`src/rtl/mul_acc.sv`:
```
// mul_acc: sums a programmed number of 64-bit unsigned products into an
// ACC_W-bit accumulator and hands the result downstream over valid/ready.
// Optional build macro MUL_ACC_SAT_EN: saturate acc to all ones on a carry
// out instead of wrapping modulo 2^ACC_W.
module mul_acc #(
    parameter int unsigned ACC_W = 72
) (
    input  logic             clk,
    input  logic             rst,
    input  logic             start,
    input  logic [15:0]      len,
    input  logic [63:0]      prod,
    input  logic             prod_valid,
    output logic             prod_ready,
    output logic [ACC_W-1:0] acc,
    output logic             acc_valid,
    input  logic             acc_ready,
    output logic [15:0]      count,
    output logic             busy,
    output logic             ovf
);

    localparam int unsigned SUM_W = ACC_W + 1;

    typedef enum logic [1:0] {
        IDLE  = 2'd0,
        ACCUM = 2'd1,
        DONE  = 2'd2
    } state_t;

    state_t             state_q;
    state_t             state_d;
    logic [15:0]        len_q;
    logic               start_c;
    logic               xfer_c;
    logic               last_c;
    logic [SUM_W-1:0]   sum_c;
    logic [ACC_W-1:0]   acc_next_c;

    // Handshake qualifiers; only the registered state gates them
    always_comb begin
        start_c = (state_q == IDLE) && start;
        xfer_c  = (state_q == ACCUM) && prod_valid;
        last_c  = (count == (len_q - 16'd1));
    end

    // Widened add exposes the carry out of the accumulator
    always_comb begin
        sum_c = {1'b0, acc} + SUM_W'(prod);
`ifdef MUL_ACC_SAT_EN
        acc_next_c = sum_c[ACC_W] ? {ACC_W{1'b1}} : sum_c[ACC_W-1:0];
`else
        acc_next_c = sum_c[ACC_W-1:0];
`endif
    end

    // Next-state logic
    always_comb begin
        state_d = state_q;
        case (state_q)
            IDLE: begin
                if (start) begin
                    state_d = (len == 16'd0) ? DONE : ACCUM;
                end
            end
            ACCUM: begin
                if (prod_valid && last_c) begin
                    state_d = DONE;
                end
            end
            DONE: begin
                if (acc_ready) begin
                    state_d = IDLE;
                end
            end
            default: state_d = IDLE;
        endcase
    end

    // State register plus status outputs registered from the next state
    always_ff @(posedge clk or posedge rst) begin
        if (rst) begin
            state_q    <= IDLE;
            prod_ready <= 1'b0;
            acc_valid  <= 1'b0;
            busy       <= 1'b0;
        end else begin
            state_q    <= state_d;
            prod_ready <= (state_d == ACCUM);
            acc_valid  <= (state_d == DONE);
            busy       <= (state_d != IDLE);
        end
    end

    // Datapath: clear on accepted start, accumulate on each transfer
    always_ff @(posedge clk or posedge rst) begin
        if (rst) begin
            len_q <= 16'd0;
            acc   <= '0;
            count <= 16'd0;
            ovf   <= 1'b0;
        end else if (start_c) begin
            len_q <= len;
            acc   <= '0;
            count <= 16'd0;
            ovf   <= 1'b0;
        end else if (xfer_c) begin
            acc   <= acc_next_c;
            count <= count + 16'd1;
            ovf   <= ovf | sum_c[ACC_W];
        end
    end

endmodule

```
`config.mk`:
```
export PLATFORM = sky130hd
export DESIGN_NAME = mul_acc
export DESIGN_NICKNAME = d
export VERILOG_FILES = /design/src/rtl/mul_acc.sv
export SDC_FILE = /design/constraint.sdc
export NUM_CORES = 1
export LEC_CHECK = 0
export ABC_CLOCK_PERIOD_IN_PS = 3800
export BUFFER_PORTS_ARGS = -buffer_cell sky130_fd_sc_hd__buf_4
export CAP_MARGIN = 10
export CORE_UTILIZATION = 40
export DETAILED_ROUTE_END_ITERATION = 7
export HOLD_SLACK_MARGIN = 0.12
export SLEW_MARGIN = 10
export SYNTH_ARGS = -nofsm -noshare
export SYNTH_HDL_FRONTEND = slang
export SYNTH_SLANG_ARGS = --single-unit
```
`constraint.sdc`:
```
create_clock -name clk -period 3.8 [get_ports clk]
set_input_delay 0.19 -clock clk [delete_from_list [all_inputs] [get_ports clk]]
set_output_delay 0.19 -clock clk [all_outputs]
set_load 0.05 [all_outputs]
```
==> impl_metrics.yaml, run 1 <==
global_route:
  grt_max_degree: 74
  grt_overflow: 0
  antenna_found_initial: 0
  grt_pass1_wl_um: 40700
  first_global_vias: 7836
  track_usage: 0.232
routing:
  wl_per_cell_um: 16.8
  wl_um: 24900
  drt-pass1-iter-count: 5
  drtIter0Drc: 604
  drc_errors: 0
  ant_nets: 0
  vias: 8180
  via_per_inst: 5.51
floorplan:
  die_h_um: 148
  dieWidth_um: 148
  start_util: 0.414
  dieArea_sq_mm: 0.0219
  io_pins: 177
  fp-row-count: 52
  core_area_sq_mm: 0.0206
timing:
  grt_setup_unrepaired: "no"
  tightest_slew_ns: 0.962
  finalCritPeriodShare: 0.889
  setup_violations: 0
  hold_violations: 0
  worst_slack_ns: 0.420
  fin_worst_skew_ns: 0.00868
  hold_ws_ns: 0.133
  fin_tns_setup_ns: 0
  report.final.slew_viol_count: 0
  max-slew-margin-rel: 0.358
  finalCriticalPeriod_ns: 3.38
  fmax_ghz: 0.296
yosys:
  syn_area_per_cell_sq_um: 8.17
  synth_top_area_share: 0.324
  synth_area_sq_mm: 0.00851
  synth_top_area_cell: "dfrtp_1"
  synth_seq_cells: 110
  ys_async_sr_fraction: 1.00
  synth.distinct_cells: 72
  synth_nets: 1193
  synth-edff-count: 0
  netlist_top_cells_area: "dfrtp_1 32%, ha_1 9.7%, nand2_1 7.7%"
  synth_most_common_cell: "nand2_1"
  synthFlopType: "dfrtp_1"
  yosysSeqAreaShare: 0.324
  ys_top_cells_by_count: "175 x nand2_1, 110 x dfrtp_1, 110 x o21ai_0, 89 x a21oi_1, 66 x ha_1"
  yosysWarnings: 0
  synthCells: 1041
critical_path:
  cp-end-kind: "flop"
  cp_data_required_time_ns: 4.03
  crit_arrival_ns: 3.61
  slowest_delay_ns: 0.38
  crit_chain: "ha_1 > inv_1 > fa_1 > nand2b_1 > a21oi_1 > o21ai_1 > o21ai_2 > a41o_1 > a21oi_1 > o21a_1 > a221oi_2 > xnor2_1 > nor2_1"
  cp-startpoint: "acc[0]$_DFFE_PP0P_"
  start_kind: "flop"
  slowest_stage: "dfrtp_1"
  r2r-start: "acc[0]$_DFFE_PP0P_"
  crit_type: "flop to flop"
  cpMostUsedCell: "a21oi_1"
  crit_path_max_fanout: 6
pwr:
  power.leakage_nw: 4.85
  comb_power_share: 0.666
  cellInternalPower_mw: 4.42
  vdd_drop_max_mv: 0.469
  sw_frac_of_total: 0.526
  p_seq_frac: 0.225
  powerDensity_mw_per_mm2: 885
  p_switching_mw: 4.92
  p_clk_frac: 0.109
clocking:
  root_buffer: "clkbuf_16"
  clkTransAtPathRegs_ns: 0.08
  cts.sinks: 110
  cts.repair.resized: 0
  cts_tree: "built"
  htree_levels: 3
  cts_buffers: 9
  clk-insertion-delay-late_ns: 0.36
  cts_buffer_depth: 2
min_path:
  holdCritPathClass: "primary input to flop"
  min_from: "acc_ready"
cells_and_area:
  final_nets: 1362
  antenna_cells: 0
  drive_gt1_frac: 0.187
  syn_to_final_growth_pct: 24.0
placed_design:
  port_buffers: 176
  routabilityCongestion: 0.880
  dp_slack_ns: 0.474
  dp_hpwl_um: 18700
run:
  cap_violations: 0
run_status:
  status: "finished, final reports clean"
[path summary, 6_finish.rpt]
kind | to | slack (ns) | cells past startpoint
worst min-delay path | busy$_DFF_PP0_ | 0.13 | 3
max in group asynchronous | acc[6]$_DFFE_PP0P_ | 2.44 | 4
worst max-delay path | acc[70]$_DFFE_PP0P_ | 0.42 | 13
worst min register to register | len_q[15]$_DFFE_PP0P_ | 0.51 | 2
min in group asynchronous | acc[47]$_DFFE_PP0P_ | 0.61 | 3
worst max register to register | acc[70]$_DFFE_PP0P_ | 0.42 | 13
[worst max-delay path: cells and delay by family (launching register included)]
kind                     cells  cell delay [ns]
AO/OA/AOI/OAI                7             1.84
AND/OR/NAND/NOR              2             0.25
XOR/XNOR                     1             0.14
flip-flops                   1             0.38
adder cells (fa/ha/maj)      2             0.58
buffers and inverters        1             0.06
[registers in the layout, summed over array words and instances, names as in the netlist]
| signal | cells |
|---|---|
| len_q | 16 |
| prod_ready | 1 |
| acc | 72 |
| acc_valid | 1 |
| busy | 1 |
| count | 16 |
| ovf | 1 |
| state_q | 2 |
[what timing repair did]
action / CTS / global route
hold endpoints to repair: 86 / 0
setup buffers: 0 / 0
hold buffers: 18 / 0
[power by group through the flow]
| stage | combinational [mW] | sequential [mW] | clock (mW) |
|---|---|---|---|
| after floorplan | 3.40 | 3.25 | 0 |
| after global placement | 6.16 | 2.11 | 0 |
| after detailed placement | 6.18 | 2.12 | 0 |
| after CTS | 6.21 | 2.10 | 1.04 |
| after global routing | 6.80 | 2.17 | 1.09 |
| final | 6.22 | 2.10 | 1.01 |
[layout by cell type (no fill, tap or decap), drive strengths merged, types with 16 or more instances in the layout]
cell type and n:
buf 183, nand2 175, o21ai 123, dfrtp 110
a21oi 93, ha 66, xnor2 58, nor2 56
xor2 37, nand3 29, a21o 26, inv 26
nand4 24, nor3 20, dlygate4sd3 18, nor4 16
[cell families (layout without fill, tap and decap cells)]
logic type	after synthesis	in the layout	synth area share
AO/OA/AOI/OAI	321	321	0.236
XOR/XNOR	95	95	0.0978
adder cells (fa/ha/maj)	67	67	0.0994
buffers and inverters	65	239	0.0304
flip-flops	110	110	0.324
multiplexers	4	4	0.00471
AND/OR/NAND/NOR	379	379	0.208
[through the flow]
step / util / power [mW] / cell area, sq um / cells
5_1_grt: 0.513 / 10.1 / 10600 / 1485
3_3_place_gp: 0.490 / 8.27 / 10100 / 1451
6_report: 0.513 / 9.34 / 10600 / 1485
3_5_place_dp: 0.490 / 8.29 / 10100 / 1451
4_1_cts: 0.513 / 9.35 / 10600 / 1485
2_1_floorplan: - / 6.65 / 8510 / 1041
[metal layers]
metal / global-route usage / vias up / part of all wire
met5: 0 / - / 0
met4: 0.0768 / 0 / 0.022
met3: 0.0241 / 34 / 0.050
met2: 0.351 / 238 / 0.43
met1: 0.343 / 3823 / 0.49
li1: - / 4085 / -
[layout make-up]
class,count,area (sq um)
Timing Repair Buffer,201,1570
Fill cell,2036,10000
Multi-Input combinational cell,866,5510
Sequential cell,110,2750
Clock buffer,10,229
Tap cell,270,338
Inverter,22,85.1
Clock inverter,6,75.1
No activity file was read; power rests on OpenSTA's default activity.
==> run 2, diff against run 1 <==
Settings changed: ABC_AREA set to 1.
==> run 2 against run 1 <==
Compared with the run above:
- area after synthesis rose by 29%
- final cell count grew 63%
- worst setup slack improved by 0.55 ns
- design area rose by 25%
- sequential share of layout area is 5.1 points lower
- largest power group unchanged
- clock power rose by 5%
- sequential power up 5%
- first-iteration DRC count up 54%
- sequential cell count unchanged
- global-route usage is 5.9 points higher
- utilization down 2.4 points
==> impl_metrics.yaml, run 2 <==
cells_and_area:
  final_nets: 2222
  syn_to_final_growth_pct: 20.2
  mostFrequentLayoutCells: "696 x nand2_1, 291 x inv_1, 222 x nor2_1, 182 x buf_4, 118 x a21oi_1"
  largest_reg_flops: 72
  drive_gt1_frac: 0.125
  layout_commonest_cell: "nand2_1"
  regArea_sq_mm: 0.00275
  top_register: "acc"
  antenna_cells: 0
  multi_input_area_sq_mm: 0.00697
  final.fill_count: 2894
  fin_util: 0.489
  reg.largest.list: "acc (72), count (16), len_q (16)"
min_path:
  whs_path_depth: 3
  min_to: "acc[0]$_DFFE_PP0P_"
  holdCritPathClass: "primary input to flop"
  min_from: "prod[0]"
timing:
  hold_violations: 0
  finalCriticalPeriod_ns: 2.83
  grt_setup_unrepaired: "no"
  fin_tns_setup_ns: 0
  hold_ws_ns: 0.159
  tightest_slew_ns: 0.762
  max-slew-margin-rel: 0.492
  setup_violations: 0
  finalCritPeriodShare: 0.745
  fin_worst_skew_ns: 0.0184
  fmax_ghz: 0.353
  report.final.slew_viol_count: 0
routing:
  wl_um: 40400
  wl_per_cell_um: 16.7
  ant_nets: 0
  drt-pass1-iter-count: 7
  via_per_inst: 5.07
  drc_errors: 0
  vias: 12300
  drtIter0Drc: 929
critical_path:
  crit_path_max_fanout: 4
  start_kind: "flop"
  cp-end-kind: "flop"
  r2r_slack_ns: 0.97
  r2r-end: "acc[62]$_DFFE_PP0P_"
  crit_type: "flop to flop"
  crit_arrival_ns: 3.11
  cp_data_required_time_ns: 4.08
  r2r-start: "acc[0]$_DFFE_PP0P_"
  r2r_cells: 15
global_route:
  track_usage: 0.291
  first_global_vias: 11500
  grt_max_degree: 61
  antenna_found_initial: 0
  grt_overflow: 0
  busiest_layer: "met2"
  grt_pass1_wl_um: 63200
  use_met2: 0.468
  met3_usage: 0.0407
  use_met1: 0.402
run:
  cap_violations: 0
clocking:
  cts_buffers: 9
  cts_setup_buffers: 0
  clk-insertion-delay-late_ns: 0.38
  cts.repair.resized: 0
  clkTransAtPathRegs_ns: 0.10
  cts.sinks: 110
  holdBufCountCts: 18
  htree_levels: 3
  cts_buffer_depth: 2
  cts_tree: "built"
  root_buffer: "clkbuf_16"
yosys:
  synth_seq_cells: 110
  syn_area_per_cell_sq_um: 5.82
  netlist_top_cells_area: "dfrtp_1 25%, nand2_1 24%, inv_1 10%"
  synthCells: 1880
  synth_area_sq_mm: 0.0109
  synth_top_area_cell: "dfrtp_1"
  ys_top_cells_by_count: "696 x nand2_1, 293 x inv_1, 222 x nor2_1, 118 x a21oi_1, 110 x dfrtp_1"
  ys_async_sr_fraction: 1.00
  synth_top_area_share: 0.252
  synth.distinct_cells: 46
  synthFlopType: "dfrtp_1"
  yosysSeqAreaShare: 0.252
  synth-edff-count: 0
  synth_most_common_cell: "nand2_1"
  yosysWarnings: 0
  synth_nets: 2032
floorplan:
  dieWidth_um: 167
  io_pins: 177
  start_util: 0.407
  die_h_um: 167
  core_area_sq_mm: 0.0269
  dieArea_sq_mm: 0.0280
  fp-row-count: 60
pwr:
  vdd_drop_max_mv: 0.393
  powerDensity_mw_per_mm2: 855
  power.leakage_nw: 7.25
placed_design:
  port_buffers: 176
  routabilityCongestion: 0.977
  dp_hpwl_um: 32500
run_status:
  status: "finished, final reports clean"
[run 2: critical path: stages, from the launching register on]
cell and delay [ns]:
dfrtp_1 0.39, ha_1 0.25, inv_1 0.07, fa_1 0.42, inv_1 0.08, nand3_1 0.09
nor2_1 0.20, nor2_1 0.16, o21ai_2 0.32, nand2_1 0.10, nand2_1 0.24, nand3_1 0.15
nand2_1 0.09, nand2_1 0.05, nand3_1 0.07, nand2_1 0.06
[run 2: final cells by class]
| type | instances | area share |
|---|---|---|
| Multi-Input combinational cell | 1451 | 0.530 |
| Sequential cell | 110 | 0.209 |
| Tap cell | 341 | 0.0325 |
| Clock buffer | 9 | 0.0171 |
| Timing Repair Buffer | 201 | 0.119 |
| Clock inverter | 7 | 0.00647 |
| Inverter | 297 | 0.0851 |
[run 2: cell families after synthesis]
logic type               count (synthesis)  synth area share
AO/OA/AOI/OAI                          246             0.120
XOR/XNOR                                12           0.00961
adder cells (fa/ha/maj)                 67            0.0773
buffers and inverters                  319             0.111
flip-flops                             110             0.252
AND/OR/NAND/NOR                       1126             0.431
[run 2: worst max-delay path by stage]
stage / start / endpoint / slack [ns]
2_1_floorplan: rst / acc[0]$_DFFE_PP0P_ / 0.71
6_report: acc[0]$_DFFE_PP0P_ / acc[62]$_DFFE_PP0P_ / 0.97
3_5_place_dp: acc[0]$_DFFE_PP0P_ / acc[62]$_DFFE_PP0P_ / 1.04
4_1_cts: acc[0]$_DFFE_PP0P_ / acc[62]$_DFFE_PP0P_ / 1.03
3_3_place_gp: acc[0]$_DFFE_PP0P_ / acc[62]$_DFFE_PP0P_ / 1.00
5_1_grt: acc[0]$_DFFE_PP0P_ / acc[48]$_DFFE_PP0P_ / 0.79
[run 2: routing by layer]
layer | vias to the layer above | part of all wire
li1 | 6282 | -
met1 | 5563 | 0.47
met2 | 362 | 0.45
met3 | 43 | 0.061
met4 | 0 | 0.026
met5 | - | 0
[run 2: through the flow]
stage / power [mW] / std cells / area (sq um) / worst slack, ns
floorplan: 7.63 / 1880 / 10900 / 0.708
global placement: 10.1 / 2382 / 12700 / 1.00
detailed placement: 10.1 / 2382 / 12700 / 1.04
CTS: 11.2 / 2416 / 13100 / 1.03
global route: 12.1 / 2416 / 13100 / 0.788
finish: 11.2 / 2416 / 13100 / 0.968
[run 2: report_power, final]
group | internal (mW) | leakage, nW | switching [mW]
Sequential | 1.65 | 1.36 | 0.560
Combinational | 2.37 | 5.74 | 5.60
Clock | 0.476 | 0.146 | 0.583
